[config.mk]
export PLATFORM = sky130hd
export DESIGN_NAME = hv_efuse_loader
export DESIGN_NICKNAME = d
export VERILOG_FILES = /design/src/rtl/hv_efuse_loader.sv
export SDC_FILE = /design/constraint.sdc
export NUM_CORES = 1
export LEC_CHECK = 0
export ABC_AREA = 1
export BUFFER_PORTS_ARGS = -buffer_cell sky130_fd_sc_hd__buf_2
export CAP_MARGIN = 10
export CORE_MARGIN = 1
export CORE_UTILIZATION = 50
export CTS_CLUSTER_SIZE = 24
export DETAILED_ROUTE_END_ITERATION = 6
export PLACE_DENSITY = 0.75
export SETUP_SLACK_MARGIN = 0.3
export SYNTH_ARGS = -nofsm -noshare
export SYNTH_HDL_FRONTEND = slang
export SYNTH_SLANG_ARGS = --single-unit
[constraint.sdc]
create_clock -name i_clk -period 2.65 [get_ports i_clk]
set_clock_uncertainty 0.2 [all_clocks]
set_input_delay 0.1325 -clock i_clk [delete_from_list [all_inputs] [get_ports i_clk]]
set_output_delay 0.1325 -clock i_clk [all_outputs]
set_load 0.01 [all_outputs]
[src/rtl/hv_efuse_loader.sv]
// hv_efuse_loader
// Responder for the efuse load handshake. On a level request it walks the
// efuse macro word by word with timed read pulses, copies every word into the
// shadow register file and answers with done plus a validity flag.
//
// Optional build macro: HV_EFUSE_CRC_CHK_EN
//   defined     - the last word is an XOR checksum of the others; o_efuse_vld
//                 reports whether the XOR of all words is zero.
//   not defined - o_efuse_vld is set on every completed load, no accumulator.
//
// Every output is a register loaded with the value that belongs to the state
// being entered. This keeps the macro strobes and the shadow write glitch-free.

module hv_efuse_loader #(
    parameter int EFUSE_WORD_NUM = 8,   // words per load, >= 2
    parameter int EFUSE_DW       = 8,   // efuse word width
    parameter int EFUSE_AW       = 3,   // 2**EFUSE_AW >= EFUSE_WORD_NUM
    parameter int RD_PULSE_CYC   = 4,   // cycles rden is held high per word, >= 1
    parameter int SETTLE_CYC     = 2    // cycles after rden falls before sampling, >= 1
) (
    input  logic                i_clk,
    input  logic                i_rst,
    input  logic                i_efuse_load_req,
    output logic                o_efuse_load_done,
    output logic                o_efuse_vld,
    output logic                o_busy,
    output logic [EFUSE_AW-1:0] o_efuse_addr,
    output logic                o_efuse_rden,
    input  logic [EFUSE_DW-1:0] i_efuse_rdata,
    output logic                o_efuse_wr_en,
    output logic [EFUSE_AW-1:0] o_efuse_wr_addr,
    output logic [EFUSE_DW-1:0] o_efuse_wr_data
);

    // One shared cycle counter serves both timed phases, so it is sized for
    // the longer of the two.
    localparam int CNT_MAX = (RD_PULSE_CYC > SETTLE_CYC) ? RD_PULSE_CYC : SETTLE_CYC;
    localparam int CNT_W   = (CNT_MAX > 1) ? $clog2(CNT_MAX) : 1;

    localparam logic [CNT_W-1:0]    RD_LAST   = CNT_W'(RD_PULSE_CYC - 1);
    localparam logic [CNT_W-1:0]    SET_LAST  = CNT_W'(SETTLE_CYC - 1);
    localparam logic [EFUSE_AW-1:0] ADDR_LAST = EFUSE_AW'(EFUSE_WORD_NUM - 1);

    typedef enum logic [2:0] {
        ST_IDLE     = 3'd0,
        ST_RD_PULSE = 3'd1,
        ST_SETTLE   = 3'd2,
        ST_CAPTURE  = 3'd3,
        ST_DONE     = 3'd4
    } state_t;

    state_t                state_reg;
    logic [CNT_W-1:0]      cyc_cnt_reg;
    logic [EFUSE_AW-1:0]   addr_reg;
    logic                  rden_reg;
    logic                  busy_reg;
    logic                  done_reg;
    logic                  vld_reg;
    logic                  wr_en_reg;
    logic [EFUSE_AW-1:0]   wr_addr_reg;
    logic [EFUSE_DW-1:0]   wr_data_reg;

`ifdef HV_EFUSE_CRC_CHK_EN
    // Running XOR of every word captured during the current load.
    logic [EFUSE_DW-1:0]   acc_reg;
    logic [EFUSE_DW-1:0]   acc_next;
    logic                  crc_ok;

    // Fold in the word being captured this edge.
    assign acc_next = acc_reg ^ i_efuse_rdata;
    // acc_reg already holds all words when the last CAPTURE exits to DONE.
    assign crc_ok   = (acc_reg == '0);
`endif

    // Load sequencer: state, counters and all registered outputs.
    always_ff @(posedge i_clk) begin
        if (i_rst) begin
            state_reg   <= ST_IDLE;
            cyc_cnt_reg <= '0;
            addr_reg    <= '0;
            rden_reg    <= 1'b0;
            busy_reg    <= 1'b0;
            done_reg    <= 1'b0;
            vld_reg     <= 1'b0;
            wr_en_reg   <= 1'b0;
            wr_addr_reg <= '0;
            wr_data_reg <= '0;
`ifdef HV_EFUSE_CRC_CHK_EN
            acc_reg     <= '0;
`endif
        end else begin
            // The shadow write strobe is a single-cycle pulse.
            wr_en_reg <= 1'b0;

            case (state_reg)
                ST_IDLE: begin
                    rden_reg <= 1'b0;
                    busy_reg <= 1'b0;
                    done_reg <= 1'b0;
                    if (i_efuse_load_req) begin
                        // Every request performs a complete reload from word 0.
                        state_reg   <= ST_RD_PULSE;
                        cyc_cnt_reg <= '0;
                        addr_reg    <= '0;
                        rden_reg    <= 1'b1;
                        busy_reg    <= 1'b1;
                        vld_reg     <= 1'b0;
`ifdef HV_EFUSE_CRC_CHK_EN
                        acc_reg     <= '0;
`endif
                    end
                end

                ST_RD_PULSE: begin
                    if (!i_efuse_load_req) begin
                        // Abort: drop the strobe, keep done and vld low.
                        state_reg   <= ST_IDLE;
                        cyc_cnt_reg <= '0;
                        rden_reg    <= 1'b0;
                        busy_reg    <= 1'b0;
                    end else if (cyc_cnt_reg == RD_LAST) begin
                        state_reg   <= ST_SETTLE;
                        cyc_cnt_reg <= '0;
                        rden_reg    <= 1'b0;
                    end else begin
                        cyc_cnt_reg <= cyc_cnt_reg + CNT_W'(1);
                    end
                end

                ST_SETTLE: begin
                    if (!i_efuse_load_req) begin
                        state_reg   <= ST_IDLE;
                        cyc_cnt_reg <= '0;
                        busy_reg    <= 1'b0;
                    end else if (cyc_cnt_reg == SET_LAST) begin
                        // Request is checked on the same edge that takes the
                        // word, so a dropped request never produces a write.
                        state_reg   <= ST_CAPTURE;
                        cyc_cnt_reg <= '0;
                        wr_en_reg   <= 1'b1;
                        wr_addr_reg <= addr_reg;
                        wr_data_reg <= i_efuse_rdata;
`ifdef HV_EFUSE_CRC_CHK_EN
                        acc_reg     <= acc_next;
`endif
                    end else begin
                        cyc_cnt_reg <= cyc_cnt_reg + CNT_W'(1);
                    end
                end

                ST_CAPTURE: begin
                    if (!i_efuse_load_req) begin
                        state_reg   <= ST_IDLE;
                        cyc_cnt_reg <= '0;
                        busy_reg    <= 1'b0;
                    end else if (addr_reg == ADDR_LAST) begin
                        // Last word stored: publish completion and validity.
                        state_reg   <= ST_DONE;
                        busy_reg    <= 1'b0;
                        done_reg    <= 1'b1;
`ifdef HV_EFUSE_CRC_CHK_EN
                        vld_reg     <= crc_ok;
`else
                        vld_reg     <= 1'b1;
`endif
                    end else begin
                        // Address stops at the last word, it never wraps.
                        state_reg   <= ST_RD_PULSE;
                        cyc_cnt_reg <= '0;
                        addr_reg    <= addr_reg + EFUSE_AW'(1);
                        rden_reg    <= 1'b1;
                    end
                end

                ST_DONE: begin
                    // Hold done for as long as the requester keeps req high;
                    // vld survives the return to IDLE.
                    if (!i_efuse_load_req) begin
                        state_reg <= ST_IDLE;
                        done_reg  <= 1'b0;
                    end
                end

                default: begin
                    state_reg   <= ST_IDLE;
                    cyc_cnt_reg <= '0;
                    rden_reg    <= 1'b0;
                    busy_reg    <= 1'b0;
                    done_reg    <= 1'b0;
                end
            endcase
        end
    end

    assign o_efuse_load_done = done_reg;
    assign o_efuse_vld       = vld_reg;
    assign o_busy            = busy_reg;
    assign o_efuse_addr      = addr_reg;
    assign o_efuse_rden      = rden_reg;
    assign o_efuse_wr_en     = wr_en_reg;
    assign o_efuse_wr_addr   = wr_addr_reg;
    assign o_efuse_wr_data   = wr_data_reg;

endmodule
==> summary.txt, run 1 <==
Worst Path Max Fanout: 23
Reg2Reg Capture Point: o_efuse_wr_data[6]$_SDFFE_PP0P_
period utilization: 65.0%
die area: 0.00268 mm2
Worst setup startpoint: state_reg[1]$_SDFFE_PP0P_
clock latency on the worst-skew pair: 0.31 ns
reg2reg path depth: 5
CTS Root Cell: clkbuf_4
detailed placement HPWL: 1800 um
IO buf count: 29
core area: 0.00228 mm2
post-synth top area share: 38.8%
io pins: 30
worst min path class: in -> reg
Worst R2R Start: state_reg[1]$_SDFFE_PP0P_
post-route setup TNS: 0 ns
Area contributors post-synth: dfxtp_1, nand2_1, a21oi_1
maxcap violations: 0
internal power: 600 uW
Final Hold Fails: 0
post-layout min period: 1.72 ns
Leak: 0.726 nW
Pwr per Cell Area: 542 mW/mm2
Post-Syn Area: 0.00124 mm2
outcome: completed
DRT iter0 DRCs: 19
Die X: 51.8 um
DRC Markers: 0
post-synthesis sequential area ratio: 38.8%
antenna violations before repair: 0
Syn-to-layout area delta: 23.1%
unrepaired setup endpoints after global routing: no
total number of vias: 1172
Critical Path End: o_efuse_wr_data[6]$_SDFFE_PP0P_
crit path cell chain: nand2_2, inv_2, nand3_2, o21ai_0, a21oi_1
gr ovfl total: 0
Die Y: 51.8 um
Layout Nets: 228
first-pass GRT wire length: 4370 um
Final setup viols: 0
CTS sink cnt: 24
worst IR drop on VDD: 404 uV
WL final: 2520 um
Unique masters post-synth: 23
clock transition at the registers of the reported paths: 0.13 ns
register share of total power: 48.7%
FMAX: 580 MHz
largest net degree at the start of global routing: 24
Sw Pwr: 226 uW
Synth Warn #: 0
Syn Inst Count: 174
Slew Viols, Final: 0
drt via density: 4.90
antenna diode count: 0
power share of the clock group: 31.6%
Mapped Nets: 190
area leader, netlist: dfxtp_1
Slew HR: 70.5%
sw frac: 27.3%
Comb pwr share: 19.7%
number of global-route vias before repair: 1044
startpoint types: flop
Filler Cells Inserted: 201
CTS buffer count: 3
worst-margin pin slew: 0.442 ns
crit path capture type: flop
r2r setup slk: 0.93 ns
post-cts sizing count: 0
gr usage total: 21.3%
CP Class: reg -> reg
Setup Fix Bufs, Post-CTS: 0
crit path max-delay cell type: dfxtp_1
CP peak stage delay: 0.53 ns
H-Tree Depth: 1
Largest register FFs: 8
Worst EP arrival: 1.72 ns
layout cell share with drive strength beyond 1: 24.2%
hold buffers post-CTS: 9
Initial Utilization: 54.4%
worst hold slack: 0.0523 ns
CTS max path bufs: 2
Post-DRT Antenna Nets: 0
Crit path required time: 2.65 ns
Wirelength per Cell: 10.5 um
TritonCTS clock tree: built
# rows: 17
Mean Syn Cell Area: 7.12 um2
Hold Startpoint: i_efuse_load_req
DRT Pass-1 Iters: 4
Synth Register Bits: 24
RD Place Congestion: 0.876
cell type report:
| cell class | instances | area, um2 | share of cell area, % |
|---|---|---|---|
| clock buffer | 3 | 22.5 | 1.48 |
| clock inverter | 1 | 30.0 | 1.97 |
| inverter | 28 | 110 | 7.22 |
| multi-input combinational | 117 | 612 | 40.1 |
| sequential | 24 | 480 | 31.5 |
| tap | 28 | 35.0 | 2.30 |
| timing repair buffer | 38 | 235 | 15.4 |
cell usage after synthesis:
master and number:
nand3b_1 1, buf_2 2, nor2_2 4, a21oi_1 18, dfxtp_1 24, nor2_4 2
o21ai_1 9, nand2_2 4, inv_1 24, nand3_2 1, clkbuf_1 1, clkinv_4 1
inv_2 3, o21ai_0 5, a21oi_2 1, ha_1 5, nand2_4 1, nand4_1 2
nand3_4 1, buf_6 2, nor2_1 23, nand2_1 30, nand3_1 10
layout by cell type (no fill, tap or decap), drive strengths merged:
| master | n |
|---|---|
| nand4 | 2 |
| nand3b | 1 |
| bufinv | 1 |
| dlygate4sd3 | 9 |
| nand2 | 35 |
| buf | 29 |
| a21oi | 19 |
| inv | 27 |
| clkbuf | 3 |
| ha | 5 |
| dfxtp | 24 |
| nor2 | 29 |
| nand3 | 12 |
| clkinv | 1 |
| o21ai | 14 |
metrics by stage:
step           util (%)  power [mW]  area, um2  std cells  setup WS, ns
6_report           67.0       0.826       1530        239         0.927
5_1_grt            67.0       0.877       1530        239         0.780
2_1_floorplan         -       0.520       1240        174          1.08
3_5_place_dp       60.7       0.562       1380        226         0.941
4_1_cts            67.0       0.833       1530        239         0.920
3_3_place_gp       60.7       0.558       1380        226          1.04
kinds of logic after synthesis:
group	Yosys count	synth area share, %
AO/OA/AOI/OAI	33	13.6
adder cells (fa/ha/maj)	5	5.05
flip-flops	24	38.8
AND/OR/NAND/NOR	79	30.7
buffers and inverters	33	11.8
critical path, delay by kind of cell (launching register included):
family,cells,cell delay [ns]
buf+inv,1,0.07
simple gates,2,0.45
flops,1,0.53
compound gates,2,0.37
power by group through the flow:
stage / sequential, mW / combinational (mW) / clock, mW
5_1_grt: 0.406 / 0.188 / 0.283
6_report: 0.402 / 0.163 / 0.261
4_1_cts: 0.402 / 0.164 / 0.267
3_3_place_gp: 0.408 / 0.149 / 0
2_1_floorplan: 0.413 / 0.107 / 0
3_5_place_dp: 0.410 / 0.152 / 0
layer usage:
metal	share of wire [%]	vias up	track usage, %
met4	0.68	0	5.41
met2	50	21	37.7
met1	45	526	26.7
met3	4.1	2	3.51
met5	0	-	0
li1	-	623	-
worst min-delay path by stage:
stage	to	slack (ns)	depth (start not counted)
floorplan	o_efuse_wr_data[0]$_SDFFE_PP0P_	0.11	2
global placement	o_efuse_wr_data[7]$_SDFFE_PP0P_	0.20	3
detailed placement	o_efuse_wr_data[2]$_SDFFE_PP0P_	0.20	3
CTS	state_reg[2]$_SDFFE_PP0P_	0.04	3
global route	o_efuse_vld$_SDFFE_PP0P_	0.07	3
finish	state_reg[2]$_SDFFE_PP0P_	0.05	3
Note: power is estimated with default switching activity, not from simulation.
==> inputs of run 2 (changes only) <==
--- a/config.mk
+++ b/config.mk
@@ -5,14 +5,14 @@
 export SDC_FILE = /design/constraint.sdc
 export NUM_CORES = 1
 export LEC_CHECK = 0
-export ABC_AREA = 1
+export ABC_AREA = 0
 export BUFFER_PORTS_ARGS = -buffer_cell sky130_fd_sc_hd__buf_2
 export CAP_MARGIN = 10
 export CORE_MARGIN = 1
-export CORE_UTILIZATION = 50
+export CORE_UTILIZATION = 47
 export CTS_CLUSTER_SIZE = 24
 export DETAILED_ROUTE_END_ITERATION = 6
-export PLACE_DENSITY = 0.75
+export PLACE_DENSITY = 0.74
 export SETUP_SLACK_MARGIN = 0.3
 export SYNTH_ARGS = -nofsm -noshare
 export SYNTH_HDL_FRONTEND = slang
==> constraint.sdc (replaced) <==
create_clock -name i_clk -period 1.5 [get_ports i_clk]
set_clock_uncertainty 0.2 [all_clocks]
set_input_delay 0.075 -clock i_clk [delete_from_list [all_inputs] [get_ports i_clk]]
set_output_delay 0.075 -clock i_clk [all_outputs]
set_load 0.01 [all_outputs]
==> run 2 against run 1 <==
Compared with the run above:
- the flow now finishes with violations (setup timing)
- hold slack got worse by 0.00052 ns
- non-clock buffer count increased by 29
- first-iteration DRC count grew 120%
- synthesized cell count decreased by 22%
- combinational power barely moved
- sequential power is 60% higher
- via count up 16%
- register-to-register slack worse by 1.2 ns
- area after synthesis rose by 0.30%
- critical path type unchanged
- critical endpoint is now cyc_cnt_reg[0]$_SDFFE_PP0P_
- highest routed layer unchanged
==> summary.txt, run 2 <==
Placed Instance Area: 0.00154 mm2
FMAX: 567 MHz
Pwr per Cell Area: 610 mW/mm2
power share of the clock group: 34.0%
Slew HR: 61.4%
WL final: 4390 um
commonest non-fill, non-tap cell in the layout: buf_2
number of global-route vias before repair: 1203
fraction of registers with async set/reset: 0%
Final Non-Filler Cells: 227
period utilization: 118%
Final Util: 81.2%
drt via density: 6.01
most frequent cells in the layout: buf_2, dfxtp_1, buf_4
final worst slack: -0.264 ns
Wirelength per Cell: 19.3 um
Initial Utilization: 50.2%
CTS Root Cell: clkbuf_4
sw frac: 24.7%
Largest register FFs: 8
first-pass GRT wire length: 5900 um
Post-DRT Antenna Nets: 0
Worst EP arrival: 1.78 ns
Sequential Area: 503 um2
gr ovfl total: 0
Crit path required time: 1.52 ns
CTS max path bufs: 2
worst IR drop on VDD: 531 uV
Comb pwr share: 13.5%
TritonCTS clock tree: built
worst-margin pin slew: 0.578 ns
post-route setup TNS: -1.34 ns
Slew Viols, Final: 0
layout cell share with drive strength beyond 1: 57.9%
Place WS: -0.0857 ns
Top FF cell, synth: dfxtp_1
worst min path class: in -> reg
clock transition at the registers of the reported paths: 0.14 ns
core area: 0.00248 mm2
Synth Register Bits: 24
multi-input logic area: 853 um2
WHS Path Cells: 4
die area: 0.00285 mm2
Syn-to-layout area delta: 61.8%
Post-synth EDFFs: 0
area leader, netlist: dfxtp_1
Layout Nets: 214
register share of total power: 52.5%
Mapped Nets: 152
maxcap violations: 0
post-synthesis sequential area ratio: 38.7%
IO buf count: 29
CP Class: reg -> reg
RD Place Congestion: 0.848
CTS sink cnt: 24
antenna diode count: 0
startpoint types: flop
largest net degree at the start of global routing: 15
crit path capture type: flop
Syn Inst Count: 136
most numerous cell in the Yosys netlist: dfxtp_1
clock latency on the worst-skew pair: 0.32 ns
DP Cell Count: 198
internal power: 923 uW
Die X: 53.4 um
total number of vias: 1364
DRC Markers: 0
Die Y: 53.4 um
Unique masters post-synth: 38
Worst Path Max Fanout: 8
r2r setup slk: -0.26 ns
H-Tree Depth: 1
CTS buffer count: 3
violated checks: setup timing
Area contributors post-synth: dfxtp_1, a21oi_1, o21ai_0
Leak: 0.786 nW
outcome: complete, but fails checks
Final setup viols: 18
reg2reg path depth: 4
antenna violations before repair: 0
# rows: 18
post-layout min period: 1.76 ns
Filler Cells Inserted: 160
Mean Syn Cell Area: 9.14 um2
DRT Pass-1 Iters: 4
unrepaired setup endpoints after global routing: yes
Finished Cell Area: 0.00201 mm2
post-synth top area share: 38.7%
DRT iter0 DRCs: 41
Synth Warn #: 0
detailed placement HPWL: 2130 um
Final Hold Fails: 0
Post-Syn Area: 0.00124 mm2
Sw Pwr: 304 uW
io pins: 30
gr usage total: 29.6%
Post-synth top cells: dfxtp_1, a21oi_1, o21ai_0, nand3_1, nand2b_1
[run 2: repair_timing]
action	CTS	global route
cloned	3	0
hold buffers	10	0
endpoints found under the hold margin	20	0
setup endpoints to repair	27	26
buffers inserted	8	4
pin swaps	18	6
gates resized for setup	35	17
[run 2: power groups by stage]
stage / clock network, mW / registers, mW / logic (mW)
2_1_floorplan: 0 / 0.661 / 0.0643
3_3_place_gp: 0 / 0.662 / 0.0938
3_5_place_dp: 0 / 0.663 / 0.0963
4_1_cts: 0.417 / 0.643 / 0.141
5_1_grt: 0.451 / 0.645 / 0.173
6_report: 0.417 / 0.644 / 0.166
[run 2: final cells by class]
| type | instances | area share (%) |
|---|---|---|
| Clock buffer | 4 | 2.36 |
| Timing Repair Buffer | 67 | 26.8 |
| Timing Repair inverter | 1 | 0.373 |
| Sequential cell | 24 | 25.0 |
| Inverter | 5 | 1.12 |
| Multi-Input combinational cell | 96 | 42.4 |
| Tap cell | 30 | 1.87 |
[run 2: cells by family (layout without fill, tap and decap cells)]
kind of cell / count (synthesis) / after routing / share of synthesized area (%)
flip-flops: 24 / 24 / 38.7
AND/OR/NAND/NOR: 43 / 44 / 22.6
buffers and inverters: 17 / 77 / 7.55
adder cells (fa/ha/maj): 5 / 5 / 5.04
multiplexers: 5 / 5 / 4.43
AO/OA/AOI/OAI: 42 / 42 / 21.8
[run 2: path summary, 6_finish.rpt]
check | from | endpoint
hold / removal | i_rst | o_efuse_addr[2]$_SDFFE_PP0P_
setup reg to reg | state_reg[0]$_SDFFE_PP0P_ | cyc_cnt_reg[0]$_SDFFE_PP0P_
setup / recovery | state_reg[0]$_SDFFE_PP0P_ | cyc_cnt_reg[0]$_SDFFE_PP0P_
hold reg to reg | o_efuse_wr_data[0]$_SDFFE_PP0P_ | o_efuse_wr_data[0]$_SDFFE_PP0P_
[run 2: per-layer routing]
layer	routed length, um	GRT usage (%)	part of all wire (%)
met5	0	0	0
met4	94	13.6	2.1
met3	311	3.45	7.1
met2	2200	48.8	50
met1	1780	37.8	41
[run 2: critical path, cell delays in order (launching register included)]
cell,delay [ns]
dfxtp_4,0.40
buf_2,0.17
nor3b_1,0.52
o211ai_1,0.23
o31ai_1,0.14
[run 2: metrics by stage]
stage | hold slack, ns | power, mW
floorplan | 0.0227 | 0.725
global placement | 0.130 | 0.756
detailed placement | 0.147 | 0.759
CTS | 0.0451 | 1.20
global route | 0.0619 | 1.27
finish | 0.0517 | 1.23
==> inputs of run 3 (changes only) <==
--- a/config.mk
+++ b/config.mk
@@ -5,14 +5,15 @@
 export SDC_FILE = /design/constraint.sdc
 export NUM_CORES = 1
 export LEC_CHECK = 0
-export ABC_AREA = 0
+export ABC_AREA = 1
 export BUFFER_PORTS_ARGS = -buffer_cell sky130_fd_sc_hd__buf_2
 export CAP_MARGIN = 10
 export CORE_MARGIN = 1
-export CORE_UTILIZATION = 47
+export CORE_UTILIZATION = 49
+export CTS_BUF_LIST = sky130_fd_sc_hd__clkbuf_8
 export CTS_CLUSTER_SIZE = 24
 export DETAILED_ROUTE_END_ITERATION = 6
-export PLACE_DENSITY = 0.74
+export PLACE_DENSITY = 0.77
 export SETUP_SLACK_MARGIN = 0.3
 export SYNTH_ARGS = -nofsm -noshare
 export SYNTH_HDL_FRONTEND = slang
==> run 3 against run 2 <==
Compared with the run above:
- the flow finishes with violations (hold timing)
- cell count rose by 12%
- combinational power grew to 2.6 times the previous value
- sequential share of layout area rose by 1.7 points
- core utilization is 1.2 points higher
- routed wire length down 14%
- non-clock buffer count shrank 17
- highest routed layer unchanged
==> summary.txt, run 3 (same netlist as run 1, synthesis figures left out) <==
outcome: complete, but fails checks
violated checks: hold timing
CP peak stage delay: 0.37 ns
gr ovfl total: 0
busiest grt layer: met2
post-layout min period: 1.49 ns
DRT iter0 DRCs: 51
Crit path max-delay family: simple AND/OR/NAND/NOR gates
number of global-route vias before repair: 1288
DRT Pass-1 Iters: 4
Sw Pwr: 508 uW
first-pass GRT wire length: 5720 um
Filler Cells Inserted: 130
Finished Cell Area: 0.00189 mm2
Pwr per Cell Area: 914 mW/mm2
DP Cell Count: 228
IO buf count: 29
gr usage total: 28.9%
Slew Viols, Final: 0
Layout Nets: 243
Die X: 52.3 um
Crit path required time: 1.48 ns
crit path cell chain: ha_4, ha_4, inv_2, nor2_4, inv_2, nand2_4, clkinv_4, nor2_1, nor2_1
antenna violations before repair: 0
antenna diode count: 0
crit path capture type: flop
Post-DRT Antenna Nets: 0
Sequential Area: 505 um2
Worst Path Max Fanout: 5
multi-input logic area: 801 um2
Die Y: 52.3 um
Largest register FFs: 8
RD Place Congestion: 0.899
layout cell share with drive strength beyond 1: 45.6%
Final Hold Fails: 7
H-Tree Depth: 1
worst-margin pin slew: 0.490 ns
Final setup viols: 0
crit path max-delay cell type: dfxtp_4
most frequent cells in the layout: buf_2, nand2_1, inv_1
clock latency on the worst-skew pair: 0.27 ns
CTS sink cnt: 24
WL final: 3770 um
routing usage on met2: 51.9%
startpoint types: flop
hold buffers post-CTS: 8
clock transition at the registers of the reported paths: 0.09 ns
largest net degree at the start of global routing: 18
total number of vias: 1414
power share of the clock group: 33.2%
CTS max path bufs: 2
met3 Resource Use GR: 3.77%
Slew HR: 67.3%
CTS Root Cell: clkbuf_8
TritonCTS clock tree: built
worst IR drop on VDD: 769 uV
WP buf/inv: 3
register share of total power: 41.5%
sw frac: 29.4%
CTS buffer count: 3
# rows: 17
CP Class: reg -> reg
FMAX: 669 MHz
worst hold slack: -0.130 ns
core area: 0.00230 mm2
period utilization: 99.6%
unrepaired setup endpoints after global routing: yes
Syn-to-layout area delta: 52.7%
M1 GR Usage: 33.2%
Initial Utilization: 53.9%
Final Util: 82.4%
Leak: 0.817 nW
io pins: 30
Final Non-Filler Cells: 254
Comb pwr share: 25.2%
internal power: 1.22 mW
die area: 0.00273 mm2
Worst EP arrival: 1.47 ns
worst min path class: in -> reg
maxcap violations: 0
DRC Markers: 0
drt via density: 5.57
commonest non-fill, non-tap cell in the layout: buf_2
Wirelength per Cell: 14.9 um
detailed placement HPWL: 1800 um
Placed Instance Area: 0.00149 mm2
[run 3: cell count changes in the layout (fill, tap and decap cells not counted), moves of 7 or more]
cell	previous run	this run
inv_1	3	20
nand2_1	3	23
nand2_2	1	10
nand2b_1	7	0
nor2_1	3	15
nor2_4	0	7
o21ai_1	4	12
o21ai_2	8	0
[run 3: final timing paths]
path | startpoint | endpoint | slack, ns | cells past startpoint
hold / removal | i_rst | state_reg[0]$_SDFFE_PP0P_ | -0.13 | 2
hold reg to reg | o_efuse_wr_addr[1]$_SDFFE_PP0P_ | o_efuse_wr_addr[1]$_SDFFE_PP0P_ | 0.25 | 2
setup / recovery | o_efuse_addr[0]$_SDFFE_PP0P_ | o_efuse_addr[0]$_SDFFE_PP0P_ | 0.006 | 9
setup reg to reg | o_efuse_addr[0]$_SDFFE_PP0P_ | o_efuse_addr[0]$_SDFFE_PP0P_ | 0.006 | 9
[run 3: layer usage]
layer,wire length (um),share of wire [%]
met5,0,0
met4,129,3.4
met2,1860,49
met3,195,5.2
met1,1580,42
[run 3: what timing repair did]
item / 4_1_cts / 5_1_grt
gates resized for setup: 30 / 4
hold endpoints to repair: 15 / 7
setup buffers: 9 / 2
endpoints found under the setup margin: 25 / 26
pin swaps: 15 / 6
cloned: 3 / 0
[run 3: final cells by class]
class                      count  area share (%)
multi-input combinational    120            42.3
sequential                    24            26.7
timing repair buffer          50            19.0
inverter                      28            6.35
clock buffer                   3            2.18
tap                           28            1.85
clock inverter                 1            1.59
[run 3: metrics by stage]
| step | worst slack (ns) | setup TNS (ns) | power (mW) |
|---|---|---|---|
| finish | 0.00591 | 0 | 1.73 |
| global route | -0.0691 | -0.336 | 1.80 |
| CTS | 0.0565 | 0 | 1.70 |
| detailed placement | 0.0386 | 0 | 1.04 |
| global placement | 0.0648 | 0 | 1.03 |
| floorplan | 0.132 | 0 | 0.950 |
[run 3: worst register-to-register path, stage by stage (launching register included)]
cell and delay, ns:
dfxtp_4 0.37, ha_4 0.14, ha_4 0.13, inv_2 0.05
nor2_4 0.13, inv_2 0.06, nand2_4 0.08, clkinv_4 0.06
nor2_1 0.11, nor2_1 0.06
[run 3: power by group through the flow]
stage	clock network, mW	logic, mW	registers [mW]
finish	0.575	0.437	0.718
global route	0.606	0.475	0.723
CTS	0.579	0.401	0.716
detailed placement	0	0.305	0.734
global placement	0	0.300	0.731
floorplan	0	0.207	0.743
